--- src/rtl/trng_pkg.sv ---
// ============================================================================
// Module   : trng_pkg
// Purpose  : Shared state encoding, counter-width helpers and rotate helper
//            for the trng_pool random-number pool.
// Revision : 1.0
// ============================================================================
`default_nettype none

package trng_pkg;

    typedef enum logic [1:0] {
        ST_WARMUP  = 2'd0,
        ST_COLLECT = 2'd1,
        ST_FAULT   = 2'd2
    } trng_state_e;

    // Widest word rotl1 can handle; callers pass their own WIDTH.
    localparam int MAX_W = 64;

    // Bits needed to hold a count running from 0 up to and including n.
    function automatic int cnt_w(input int n);
        return $clog2(n + 1);
    endfunction

    // Counter widths for the default configuration.
    localparam int WARM_CNT_W_DEF = cnt_w(256);
    localparam int ACC_CNT_W_DEF  = cnt_w(8);
    localparam int REP_CNT_W_DEF  = cnt_w(4);

    // Rotate the low w bits of v left by one; bits at and above w return 0.
    function automatic logic [MAX_W-1:0] rotl1(input logic [MAX_W-1:0] v, input int w);
        logic [MAX_W-1:0] r;
        r = '0;
        for (int i = 1; i < MAX_W; i++) begin
            if (i < w) r[i] = v[i-1];
        end
        for (int i = 0; i < MAX_W; i++) begin
            if (i == w - 1) r[0] = v[i];
        end
        return r;
    endfunction

endpackage

`default_nettype wire

--- src/rtl/trng_osc_core.sv ---
// ============================================================================
// Module   : trng_osc_core
// Purpose  : Free-running XOR-loop oscillator lanes, one per raw sample bit.
// Revision : 1.0
// ============================================================================
`default_nettype none

module trng_osc_core #(
    parameter int RAW_W = 32
) (
    output logic [RAW_W-1:0] lanes
);

`ifdef SYNTHESIS
    generate
        for (genvar g = 0; g < RAW_W; g++) begin : g_lane
            // Odd inversion count around the loop keeps it oscillating; keep
            // attributes stop synthesis from collapsing the loop.
            (* keep = "true", dont_touch = "true" *) logic [2:0] ring;
            assign ring[0]  = ring[2] ^ 1'b1;
            assign ring[1]  = ~ring[0];
            assign ring[2]  = ~ring[1];
            assign lanes[g] = ring[2];
        end
    endgenerate
`else
    assign lanes = 'x;
`endif

endmodule

`default_nettype wire

--- src/rtl/trng_pool.sv ---
// ============================================================================
// Module   : trng_pool
// Purpose  : Oscillator capture, warm-up discard, rotate-XOR conditioning and
//            valid/ready output of random words. Optional repetition-count
//            health test enabled by defining TRNG_HEALTH_EN.
// Revision : 1.0
// ============================================================================
`default_nettype none

module trng_pool
    import trng_pkg::*;
#(
    parameter int WIDTH      = 32,
    parameter int RAW_W      = 32,
    parameter int WARMUP_CYC = 256,
    parameter int ACC_CYC    = 8,
    parameter int REP_LIMIT  = 4
) (
    input  logic             clk,
    input  logic             rst,
    input  logic             en,
    input  logic             test_mode,
    input  logic [RAW_W-1:0] test_raw,
    output logic [WIDTH-1:0] rnd_data,
    output logic             rnd_valid,
    input  logic             rnd_ready,
    output logic             warm,
    output logic             health_fail
);

    localparam int WARM_W = cnt_w(WARMUP_CYC);
    localparam int CNT_W  = cnt_w(ACC_CYC);

    logic [RAW_W-1:0] lanes;
    logic [RAW_W-1:0] s1_data, s2_data;
    logic             s1_vld, s2_vld;

    trng_state_e       state, state_n;
    logic [WARM_W-1:0] warm_cnt, warm_cnt_n;
    logic [CNT_W-1:0]  cnt, cnt_n, cnt_inc;
    logic [WIDTH-1:0]  acc, acc_n, acc_rot, acc_fold, raw_ext, data_n;
    logic              valid_n, warm_n, slot_free, rep_trip;

    trng_osc_core #(.RAW_W(RAW_W)) u_osc (.lanes(lanes));

    always_ff @(posedge clk) begin
        if (rst) begin
            s1_data <= '0;
            s1_vld  <= 1'b0;
            s2_data <= '0;
            s2_vld  <= 1'b0;
        end else begin
            s1_data <= test_mode ? test_raw : lanes;
            s1_vld  <= en;
            s2_data <= s1_data;
            s2_vld  <= s1_vld;
        end
    end

    assign raw_ext  = WIDTH'(s2_data);
    assign acc_rot  = WIDTH'(rotl1(MAX_W'(acc), WIDTH));
    assign acc_fold = acc_rot ^ raw_ext;

`ifdef TRNG_HEALTH_EN
    localparam int REP_W = cnt_w(REP_LIMIT);

    logic [RAW_W-1:0] prev;
    logic             have_prev;
    logic [REP_W-1:0] rep, rep_n;

    // The first sample after reset has nothing to repeat.
    assign rep_n    = (have_prev && (s2_data == prev)) ? rep + 1'b1 : '0;
    assign rep_trip = s2_vld && (state != ST_FAULT) && (rep_n == REP_W'(REP_LIMIT));

    always_ff @(posedge clk) begin
        if (rst) begin
            prev      <= '0;
            have_prev <= 1'b0;
            rep       <= '0;
        end else if (s2_vld && (state != ST_FAULT)) begin
            prev      <= s2_data;
            have_prev <= 1'b1;
            rep       <= rep_n;
        end
    end

    assign health_fail = (state == ST_FAULT);
`else
    assign rep_trip    = 1'b0;
    assign health_fail = 1'b0;
`endif

    always_comb begin
        state_n    = state;
        warm_cnt_n = warm_cnt;
        warm_n     = warm;
        acc_n      = acc;
        cnt_n      = cnt;
        data_n     = rnd_data;
        valid_n    = rnd_valid;
        slot_free  = !rnd_valid || rnd_ready;
        cnt_inc    = (cnt == CNT_W'(ACC_CYC)) ? cnt : cnt + 1'b1;

        if (rnd_valid && rnd_ready) valid_n = 1'b0;

        case (state)
            ST_WARMUP: begin
                if (s2_vld) begin
                    if (warm_cnt == WARM_W'(WARMUP_CYC - 1)) begin
                        state_n = ST_COLLECT;
                        warm_n  = 1'b1;
                        acc_n   = '0;
                        cnt_n   = '0;
                    end else begin
                        warm_cnt_n = warm_cnt + 1'b1;
                    end
                end
            end
            ST_COLLECT: begin
                if (s2_vld) begin
                    acc_n = acc_fold;
                    cnt_n = cnt_inc;
                    // The accumulator keeps running across loads on purpose.
                    if ((cnt_inc == CNT_W'(ACC_CYC)) && slot_free) begin
                        data_n  = acc_fold;
                        valid_n = 1'b1;
                        cnt_n   = '0;
                    end
                end
            end
            default: valid_n = 1'b0;
        endcase

        // A tripping sample is neither counted nor folded.
        if (rep_trip) begin
            state_n    = ST_FAULT;
            valid_n    = 1'b0;
            warm_cnt_n = warm_cnt;
            warm_n     = warm;
            acc_n      = acc;
            cnt_n      = cnt;
            data_n     = rnd_data;
        end
    end

    always_ff @(posedge clk) begin
        if (rst) state <= ST_WARMUP;
        else     state <= state_n;
    end

    always_ff @(posedge clk) begin
        if (rst) begin
            warm_cnt  <= '0;
            warm      <= 1'b0;
            acc       <= '0;
            cnt       <= '0;
            rnd_data  <= '0;
            rnd_valid <= 1'b0;
        end else begin
            warm_cnt  <= warm_cnt_n;
            warm      <= warm_n;
            acc       <= acc_n;
            cnt       <= cnt_n;
            rnd_data  <= data_n;
            rnd_valid <= valid_n;
        end
    end

endmodule

`default_nettype wire

--- config.mk ---
export PLATFORM = sky130hd
export DESIGN_NAME = trng_pool
export DESIGN_NICKNAME = d
export VERILOG_FILES = /design/src/rtl/trng_pkg.sv /design/src/rtl/trng_osc_core.sv /design/src/rtl/trng_pool.sv
export SDC_FILE = /design/constraint.sdc
export NUM_CORES = 1
export LEC_CHECK = 0
export ABC_CLOCK_PERIOD_IN_PS = 2700
export CELL_PAD_IN_SITES_DETAIL_PLACEMENT = 0
export CELL_PAD_IN_SITES_GLOBAL_PLACEMENT = 1
export CORE_MARGIN = 5
export CORE_UTILIZATION = 42
export CTS_CLUSTER_SIZE = 8
export DETAILED_ROUTE_END_ITERATION = 8
export PLACE_DENSITY = 0.86
export SLEW_MARGIN = 30
export SYNTH_ARGS = -nofsm -noshare
export SYNTH_HDL_FRONTEND = slang
export SYNTH_SLANG_ARGS = --single-unit
--- constraint.sdc ---
create_clock -name clk -period 2.7 [get_ports clk]
set_input_delay 0.54 -clock clk [delete_from_list [all_inputs] [get_ports clk]]
set_output_delay 0.54 -clock clk [all_outputs]
set_load 0.05 [all_outputs]
==> results of run 1 <==
## worst max-delay path: stages (launching register included)
cell       delay [ps]
dfxtp_1           440
inv_1             100
ha_1              210
a21oi_1           190
nand3b_1          170
a2111oi_4         420
buf_12            280
a21oi_1           100
a311oi_1          260
## registers in the layout (all words and copies together), names as in the netlist
register / flops
state: 1
rnd_valid: 1
cnt: 4
raw_ext: 32
acc: 32
rnd_data: 32
warm_cnt: 9
s1_vld: 1
s2_vld: 1
s1_data: 32
## placed cells by master, fill, tap and decap left out, drive strengths merged, types with 3 or more instances in the layout
| master | n |
|---|---|
| a21oi | 72 |
| a311oi | 32 |
| buf | 11 |
| bufinv | 4 |
| clkbuf | 21 |
| clkdlybuf4s50 | 68 |
| clkinv | 3 |
| clkinvlp | 3 |
| dfxtp | 145 |
| ha | 4 |
| inv | 4 |
| nand2 | 6 |
| nand3 | 4 |
| nand4 | 3 |
| nor2 | 76 |
| nor2b | 66 |
| o21ai | 5 |
| xnor2 | 33 |
| xor2 | 5 |
## through the flow
step | std cells | worst slack, ps
after detailed placement | 698 | 450
after floorplan | 509 | 649
after global routing | 729 | 204
after CTS | 729 | 417
final | 729 | 412
after global placement | 698 | 536
## cell type report
cell class              instances  area (sq um)  share of cell area
clock buffers                  21           470              0.0725
clock inverters                10           158              0.0243
inverters                       4          15.0             0.00231
multi-input cells             323          1960               0.302
flip-flops and latches        145          2900               0.447
well taps                     147           184              0.0283
repair buffers                 79           801               0.123
## per-layer routing
| metal | global-route usage | share of wire | wire (um) |
|---|---|---|---|
| met5 | 0 | 0 | 0 |
| met4 | 0.0558 | 0.017 | 157 |
| met3 | 0.0465 | 0.048 | 438 |
| met2 | 0.230 | 0.49 | 4490 |
| met1 | 0.155 | 0.44 | 4080 |
## power by group
part           internal, mW  switching (mW)  total, mW
combinational        0.0875          0.0628      0.150
sequential             2.19          0.0149       2.20
clock                  1.61           0.824       2.43
total                  3.89           0.901       4.79
## worst paths after layout
kind	start	to	slack, ps	cells past startpoint
setup / recovery	cnt[0]	rnd_data[6]	410	8
hold / removal	s1_data[5]	raw_ext[5]	430	1
setup reg to reg	cnt[0]	rnd_data[6]	410	8
hold reg to reg	s1_data[5]	raw_ext[5]	430	1
==> results.cfg, run 1 <==
[global_route]
gr-total-overflow = 0
grt_max_degree = 66
grt_pass1_vias = 3466
grt_antenna_before_repair = 0
gr-usage-all-layers = 0.135
grt_pass1_wl_um = 15800

[timing]
tns_ps = 0
slew_headroom = 0.582
rsz0062_at_grt = false
final-max-slew-violation-count = 0
skew_ps = 6.72
worst_hold_slack_ps = 430
setup_viol = 0
period_share = 0.847
fmax_ghz = 0.437
worst_slew_pin_slew_ps = 627
finalHoldViolCount = 0
period_needed_ps = 2290

[critical_path]
cp.arrival_ps = 2590
end_kind = register
worstPathMaxFanout = 51
path_class = reg2reg
required_ps = 3010
worst_setup_path_start_kind = register

[run]
drv_cap = 0

[cts]
cts_tree = yes
clock_latency_ps = 400
holdBufCountCts = 0
root_buffer = clkbuf_16
postCtsSetupBuffers = 0
clk_pin_slew_ps = 60
cts_buffer_depth = 2
cts_sinks = 145
htree_num_levels = 4
ctsResizeCount = 0
cts_buffers = 17

[place]
hpwl_um = 5810
io_buffers = 69
placed_cell_area_sq_um = 5860
place_congestion = 0.749

[routing]
drcViolationCount = 0
drt-pass1-iter-count = 4
via_per_inst = 4.88
drt_iter0_drc = 127
drt-total-wl_um = 9170
routedWlPerCell_um = 12.6
dr_total_vias = 3555
ant_nets = 0

[power_and_ir_drop]
power.leakage_nw = 2.24
pwr_density_cell_nw_per_um2 = 737
irDropWorstVdd_mv = 0.390
power_mw = 4.79

[yosys]
syn_avg_cell_area_sq_um = 9.87
yosysWarnings = 32
synthesis.nets = 550
syn_inst = 509
syn_area_sq_um = 5030

[min_path]
min_path_type = reg2reg

[final_layout]
insertedDiodeCount = 0
fillers = 991
drive_above_1_share = 0.0790
syn2layout_area_growth_pct = 29.2
finish.instance_area_sq_um = 6490
nets = 611
utilization = 0.547

[floorplanning]
initial_core_util = 0.424
die_w_um = 119
core_sq_um = 11900
ios = 72
dieHeight_um = 119
die_area_sq_um = 14300
row_count = 40

[outcome]
outcome = finished, final reports clean
No activity file was read; power rests on OpenSTA's default activity.
==> inputs of run 2 (changes only) <==
- ABC_CLOCK_PERIOD_IN_PS: 2700 -> 2170
- clock period: 2.7 -> 2.17 ns (I/O delays scaled with it)
==> run 2 against run 1 <==
Effect of this change:
- count of clock-buffer cells in the layout did not move
- register-to-register slack worse by 380 ps
- clock skew rose by 4.2 ps
- wire length up 13%
- flip-flop and latch count unchanged
- largest cell class unchanged
- via count increased by 2.0%
- non-clock buffer count rose by 10
==> results.cfg, run 2 (synthesis results as in run 1) <==
[floorplanning]
core_sq_um = 11900
ios = 72
dieHeight_um = 119
initial_core_util = 0.424
row_count = 40
die_w_um = 119
die_area_sq_um = 14300

[power_and_ir_drop]
p_int_mw = 4.83
power.leakage_nw = 2.39
switchingPower_mw = 1.17
pwr-share-seq = 0.456
p_sw_frac = 0.196
p_comb_frac = 0.032
clkPwrFrac = 0.512
irDropWorstVdd_mv = 0.474
pwr_density_cell_nw_per_um2 = 882

[critical_path]
max_stage_delay_ps = 380
required_ps = 2430
end_kind = register
cp_num_buf_inv = 3
crit_cells = 8
path_class = reg2reg
worstPathCellList = inv_4 > ha_4 > nand2_4 > o31a_1 > a2111oi_4 > buf_6 > bufbuf_16 > a311oi_1
r2r_setup_slack_ps = 40
worst_setup_path_start_kind = register
cp.arrival_ps = 2400
crit_path_top_delay_cell = a2111oi_4
ff2ff_path_depth = 8
crit_family = compound AO/OA/AOI/OAI gates
worstPathMaxFanout = 17

[timing]
fmax_ghz = 0.469
tns_ps = 0
period_needed_ps = 2130
period_share = 0.984
slew_headroom = 0.591
skew_ps = 11.0
fin_ws_ps = 35.7
final-max-slew-violation-count = 0
rsz0062_at_grt = true
worst_slew_pin_slew_ps = 612
setup_viol = 0
finalHoldViolCount = 0

[cts]
holdBufCountCts = 0
cts_sinks = 145
cts_tree = yes
root_buffer = clkbuf_16
cts_buffer_depth = 2
clock_latency_ps = 410
cts_buffers = 17
htree_num_levels = 4
clk_pin_slew_ps = 60

[min_path]
min_path_type = reg2reg
worstHoldPathCells = 1

[place]
post-place-cells = 697
io_buffers = 69
place_ws_ps = -109
hpwl_um = 5930
place_congestion = 0.740

[routing]
routedWlPerCell_um = 14.0
drt-pass1-iter-count = 4
drcViolationCount = 0
via_per_inst = 4.90
ant_nets = 0
drt-total-wl_um = 10400
drt_iter0_drc = 198
dr_total_vias = 3626

[global_route]
use_met3 = 0.0499
top_usage_layer = met2
met1_usage = 0.169
gr-total-overflow = 0
gr-usage-all-layers = 0.146
grt_pass1_vias = 3582
grt_pass1_wl_um = 16900
met2_usage = 0.254
grt_antenna_before_repair = 0
grt_max_degree = 66

[outcome]
outcome = finished, final reports clean

[final_layout]
syn2layout_area_growth_pct = 35.3
utilization = 0.573
layout_common_cells = 143 x dfxtp_1, 76 x nor2_1, 67 x clkdlybuf4s50_1, 66 x nor2b_1, 65 x a21oi_1
stdcell_count = 740
drive_above_1_share = 0.120
nets = 621
insertedDiodeCount = 0
layout_commonest_cell = dfxtp_1

[run]
drv_cap = 0
-- run 2: final cells by class --
type	count	area, sq um
Clock buffer	21	460
Clock inverter	11	178
Inverter	4	20.0
Sequential cell	145	2910
Timing Repair Buffer	89	1020
Tap cell	147	184
Fill cell	1004	5060
Multi-Input combinational cell	323	2020
-- run 2: metal layers --
metal | routed length, um | up-vias | share of wire
met3 | 348 | 10 | 0.034
met5 | 0 | - | 0
met1 | 4630 | 1677 | 0.45
met2 | 5260 | 69 | 0.51
li1 | - | 1870 | -
met4 | 123 | 0 | 0.012
-- run 2: through the flow --
stage          hold slack [ps]  power, mW  area [sq um]
5_1_grt                    448       6.22          6800
2_1_floorplan              414       2.90          5030
4_1_cts                    431       6.07          6620
6_report                   426       6.00          6800
3_5_place_dp               422       2.99          5890
3_3_place_gp               415       2.99          5890
-- run 2: final timing paths --
path | startpoint | to
worst min-delay path | s1_data[31] | raw_ext[31]
worst min register to register | s1_data[31] | raw_ext[31]
worst max register to register | cnt[0] | rnd_data[17]
worst max-delay path | cnt[0] | rnd_data[17]
-- run 2: power groups by stage --
| stage | combinational [mW] | clock (mW) | sequential, mW |
|---|---|---|---|
| floorplan | 0.108 | 0 | 2.79 |
| global placement | 0.190 | 0 | 2.80 |
| detailed placement | 0.193 | 0 | 2.80 |
| CTS | 0.193 | 3.14 | 2.74 |
| global route | 0.211 | 3.27 | 2.74 |
| finish | 0.190 | 3.07 | 2.74 |
-- run 2: timing repair --
item	in CTS	in global routing
buffers inserted	2	3
gates cloned	2	4
endpoints found under the setup margin	53	33
pin swaps	2	33
resized for setup	4	20
